File: src/rtl/pu_msp430_scan_reg_bank.sv
// Multi-chain scan register bank: a WIDTH-bit functional register that can also
// capture parallel data or shift serially through CHAINS equal-length chains.
module pu_msp430_scan_reg_bank #(
    parameter int               WIDTH     = 16,
    parameter int               CHAINS    = 2,
    parameter logic [WIDTH-1:0] RESET_VAL = '0
) (
    input  logic                                  clk,
    input  logic                                  rst_n,
    input  logic                                  scan_mode,
    input  logic                                  scan_enable,
    input  logic [CHAINS-1:0]                     scan_in,
    input  logic                                  func_en,
    input  logic [WIDTH-1:0]                      func_d,
    output logic [WIDTH-1:0]                      q,
    output logic [CHAINS-1:0]                     scan_out,
    output logic [$clog2(WIDTH/CHAINS+1)-1:0]     shift_cnt,
    output logic                                  chain_loaded,
    output logic [1:0]                            state
);

    localparam int L     = WIDTH / CHAINS;
    localparam int CNT_W = $clog2(L + 1);
    localparam logic [CNT_W-1:0] L_CNT = CNT_W'(L);

    typedef enum logic [1:0] {
        ST_FUNC  = 2'd0,
        ST_CAPT  = 2'd1,
        ST_SHIFT = 2'd2
    } state_e;

    logic [WIDTH-1:0] q_q;
    logic [WIDTH-1:0] q_d;
    logic [WIDTH-1:0] shift_data;
    logic [CNT_W-1:0] cnt_q;
    logic [CNT_W-1:0] cnt_d;
    state_e           state_q;
    state_e           state_d;

    // Each chain shifts towards its LSB; the chain's scan_in enters at its MSB.
    genvar gi;
    generate
        for (gi = 0; gi < CHAINS; gi++) begin : g_chain
            assign shift_data[gi*L +: L] = {scan_in[gi], q_q[gi*L+1 +: L-1]};
            assign scan_out[gi]          = q_q[gi*L];
        end
    endgenerate

    always_comb begin
        q_d     = q_q;
        cnt_d   = '0;
        state_d = ST_FUNC;
        if (!scan_mode) begin
            if (func_en) begin
                q_d = func_d;
            end
        end else if (!scan_enable) begin
            q_d     = func_d;
            state_d = ST_CAPT;
        end else begin
            q_d     = shift_data;
            state_d = ST_SHIFT;
            // Counter saturates at the chain length so chain_loaded stays up.
            cnt_d   = (cnt_q == L_CNT) ? cnt_q : cnt_q + CNT_W'(1);
        end
    end

    always_ff @(posedge clk or negedge rst_n) begin
        if (!rst_n) begin
            q_q     <= RESET_VAL;
            cnt_q   <= '0;
            state_q <= ST_FUNC;
        end else begin
            q_q     <= q_d;
            cnt_q   <= cnt_d;
            state_q <= state_d;
        end
    end

    assign q            = q_q;
    assign shift_cnt    = cnt_q;
    assign chain_loaded = (cnt_q == L_CNT);
    assign state        = state_q;

endmodule

File: config.mk
export PLATFORM = sky130hd
export DESIGN_NAME = pu_msp430_scan_reg_bank
export DESIGN_NICKNAME = d
export VERILOG_FILES = /design/src/rtl/pu_msp430_scan_reg_bank.sv
export SDC_FILE = /design/constraint.sdc
export NUM_CORES = 1
export LEC_CHECK = 0
export BUFFER_PORTS_ARGS = -buffer_cell sky130_fd_sc_hd__buf_4
export CAP_MARGIN = 20
export CORE_MARGIN = 5
export CORE_UTILIZATION = 42
export DETAILED_ROUTE_END_ITERATION = 12
export GPL_ROUTABILITY_DRIVEN = 1
export PLACE_DENSITY = 0.8
export RECOVER_POWER = 25
export SLEW_MARGIN = 20
export SYNTH_ARGS = -nofsm -noshare
export SYNTH_HDL_FRONTEND = slang
export SYNTH_SLANG_ARGS = --single-unit
File: constraint.sdc
create_clock -name clk -period 1.1 [get_ports clk]
set_input_delay 0.22 -clock clk [delete_from_list [all_inputs] [get_ports clk]]
set_output_delay 0.22 -clock clk [all_outputs]
set_load 0.02 [all_outputs]
==> reports/qor.txt <==
# fillers - 183
WP buf/inv - 2
final net count - 198
CP Cell Sequence - inv_2 -> ha_4 -> and3b_2 -> buf_6
GPL Wtd Cong - 0.812
Sw Share - 0.278
fin util - 0.725
Top delay family on crit path - flip-flops
Slowest-stage cell, CP - dfrtp_2
Die Y - 62.7 um
area leader, netlist - dfrtp_1
Post-Syn Area - 1160 sq um
Clock Latency Late Sink - 0.32 ns
core area - 2710 sq um
final routed DRC violation total - 0
failing checks - setup timing
clk sink count - 22
synthesized area per cell - 11.1 sq um
Most Crowded Layer GR - met2
1st-iter DRT viols - 16
met1 Use GR - 0.211
CTS buffer count - 3
Clock Power Share - 0.275
placed cell count - 184
top cell type's share of synthesized area - 0.473
internal power - 1660 uW
routing usage on met2 - 0.301
Async SR Flop Fraction - 1.00
DR vias/cell - 5.51
ys flop type - dfrtp_1
Logic pwr share - 0.310
Leakage Power - 0.000906 uW
synth top area cells - dfrtp_1, a311o_1, nor3b_1
unrepaired setup endpoints after global routing - yes
port bufs - 47
Clk pin slew, worst setup/hold paths - 0.14 ns
top-count cell post-synth - dfrtp_1
chip width - 62.7 um
post-layout min period - 1.47 ns
Final Skew - 0.0165 ns
Post-synth EDFFs - 0
io pins - 48
GR Overflow Total - 0
fin. max-slew vios - 0
DR pass1 iterations - 4
Root Driver - clkbuf_4
WL final - 3400 um
Critical Path Max Stage Delay - 0.43 ns
Layout area overhead - 68.6%
Max-Cap Viols - 0
Die ar. - 3930 sq um
Arrival @ worst endpoint - 1.25 ns
PwrDens - 1170 nW/um^2
total track usage - 0.171
drt wl/cell - 16.7 um
status - finished, violations left
post-route clock period utilization - 1.34
Post-synth top cells - dfrtp_1, a311o_1, and3_1, nor3b_1, clkbuf_1
fraction of layout cells with a size suffix above 1 - 0.558
Post-Synthesis Net Count - 130
Slew headroom - 0.563
Setup CP Type - register to output port
Netlist cell types - 20
synth warn - 0
Worst EP required - 0.88 ns
Worst setup EP type - output port
Hold Crit Class - primary input to register
Layout Cells excl Fill - 203
Worst Tran Pin Value - 0.656 ns
FMAX - 0.680 GHz
largest net degree at the start of global routing - 23
Seq cells post-synth - 22
DR vias - 1,119
clk buf depth - 2
row cnt - 19
Detailed Place HPWL - 2300 um
Sequential Power Share - 0.415
# diodes - 0
initial antenna violation count - 0
critical path fanouts, max - 2
vias in the first global route - 1,190
Initial Utilization - 0.430
post-route ant nets - 0
Net Sw Power - 640 uW
first-pass GRT wire length - 5510 um
final hold vios - 0
Worst IR Drop VDD - 995 uV
CP Launch Type - register
H-Tree Level Count - 1
met3 Use GR - 0.0306
Setup WS post-layout - -0.372 ns
worst reg-to-reg setup slack - -0.19 ns
sequential area share after synthesis - 0.473
Post-Synthesis Cells - 105
CTS tree - done
Setup violations, final - 33
[per-layer routing]
layer  vias up  wire (um)  part of all wire
li1        534          -                 -
met1       547       1420              0.42
met2        34       1800              0.53
met3         4        135             0.040
met4         0         37             0.011
met5         -          0                 0
[registers in the layout, summed over array words and instances (netlist names)]
name       flops
q             16
shift_cnt      4
state          2
[power groups by stage]
stage	clock, uW	sequential, uW	combinational, uW
6_report	633	955	713
3_3_place_gp	0	948	557
5_1_grt	680	967	758
3_5_place_dp	0	957	568
4_1_cts	641	947	675
2_1_floorplan	0	1040	211
[worst paths after layout]
check / startpoint / end / cells past startpoint
worst max-delay path: shift_cnt[1]$_DFFE_PN0P_ / chain_loaded / 4
worst min-delay path: func_d[11] / q[11]$_DFFE_PN0P_ / 2
worst max register to register: shift_cnt[1]$_DFFE_PN0P_ / shift_cnt[0]$_DFFE_PN0P_ / 6
worst min register to register: q[9]$_DFFE_PN0P_ / q[8]$_DFFE_PN0P_ / 2
max in group asynchronous: rst_n / shift_cnt[0]$_DFFE_PN0P_ / 2
min in group asynchronous: rst_n / q[6]$_DFFE_PN0P_ / 2
[area by class of cell]
cell class	count	area [sq um]	share of cell area
repair buffers	77	699	0.356
multi-input cells	66	609	0.310
flip-flops and latches	22	553	0.282
well taps	31	38.8	0.0197
clock inverters	1	30.0	0.0153
clock buffers	3	22.5	0.0115
inverters	3	11.3	0.00573
[cell families after synthesis]
kind of cell             synth area share
multiplexers                       0.0258
XOR/XNOR                          0.00752
flip-flops                          0.473
AO/OA/AOI/OAI                       0.137
adder cells (fa/ha/maj)            0.0215
AND/OR/NAND/NOR                     0.249
buffers and inverters              0.0859
[placed cells by master, fill, tap and decap left out]
cell type      synthesis  routed
mux2i_2                0       1
nand2_1                1       1
buf_2                  2       1
dfrtp_2                0       2
and3_4                 0       6
and3_1                16      10
or2_1                  1       1
ha_4                   0       2
dfrtp_1               22      20
nand3_2                0       1
nor3b_1               16      16
clkbuf_1               7       1
clkbuf_4               0       3
nand3b_1               2       2
inv_2                  0       2
mux2i_1                3       2
buf_6                  2      34
a311o_1               16      16
dlygate4sd3_1          0       1
nor3_4                 0       1
buf_4                  2      39
nand3_1                5       4
bufinv_16              0       1
xnor2_4                0       1
nor2b_1                1       1
clkbuf_2               0       1
and3b_2                0       1
inv_1                  3       1
[stage by stage]
stage	hold WS (ns)	worst slack, ns	power (uW)	TNS [ns]	instance area [sq um]
after detailed placement	0.127	-0.120	1520	-0.870	1580
final	0.145	-0.372	2300	-3.56	1960
after global routing	0.131	-0.417	2400	-6.13	1960
after global placement	0.122	-0.0813	1510	-0.539	1580
after CTS	0.147	-0.380	2260	-1.63	1850
after floorplan	-0.0756	-0.109	1250	-1.13	1180
[what timing repair did]
action / CTS / global route
resized for setup: 29 / 24
pin swaps: 3 / 6
endpoints found under the setup margin: 26 / 38
endpoints found under the hold margin: 22 / 0
setup buffers: 15 / 2
hold buffers: 1 / 0
Power figures use the tool's default switching activity.
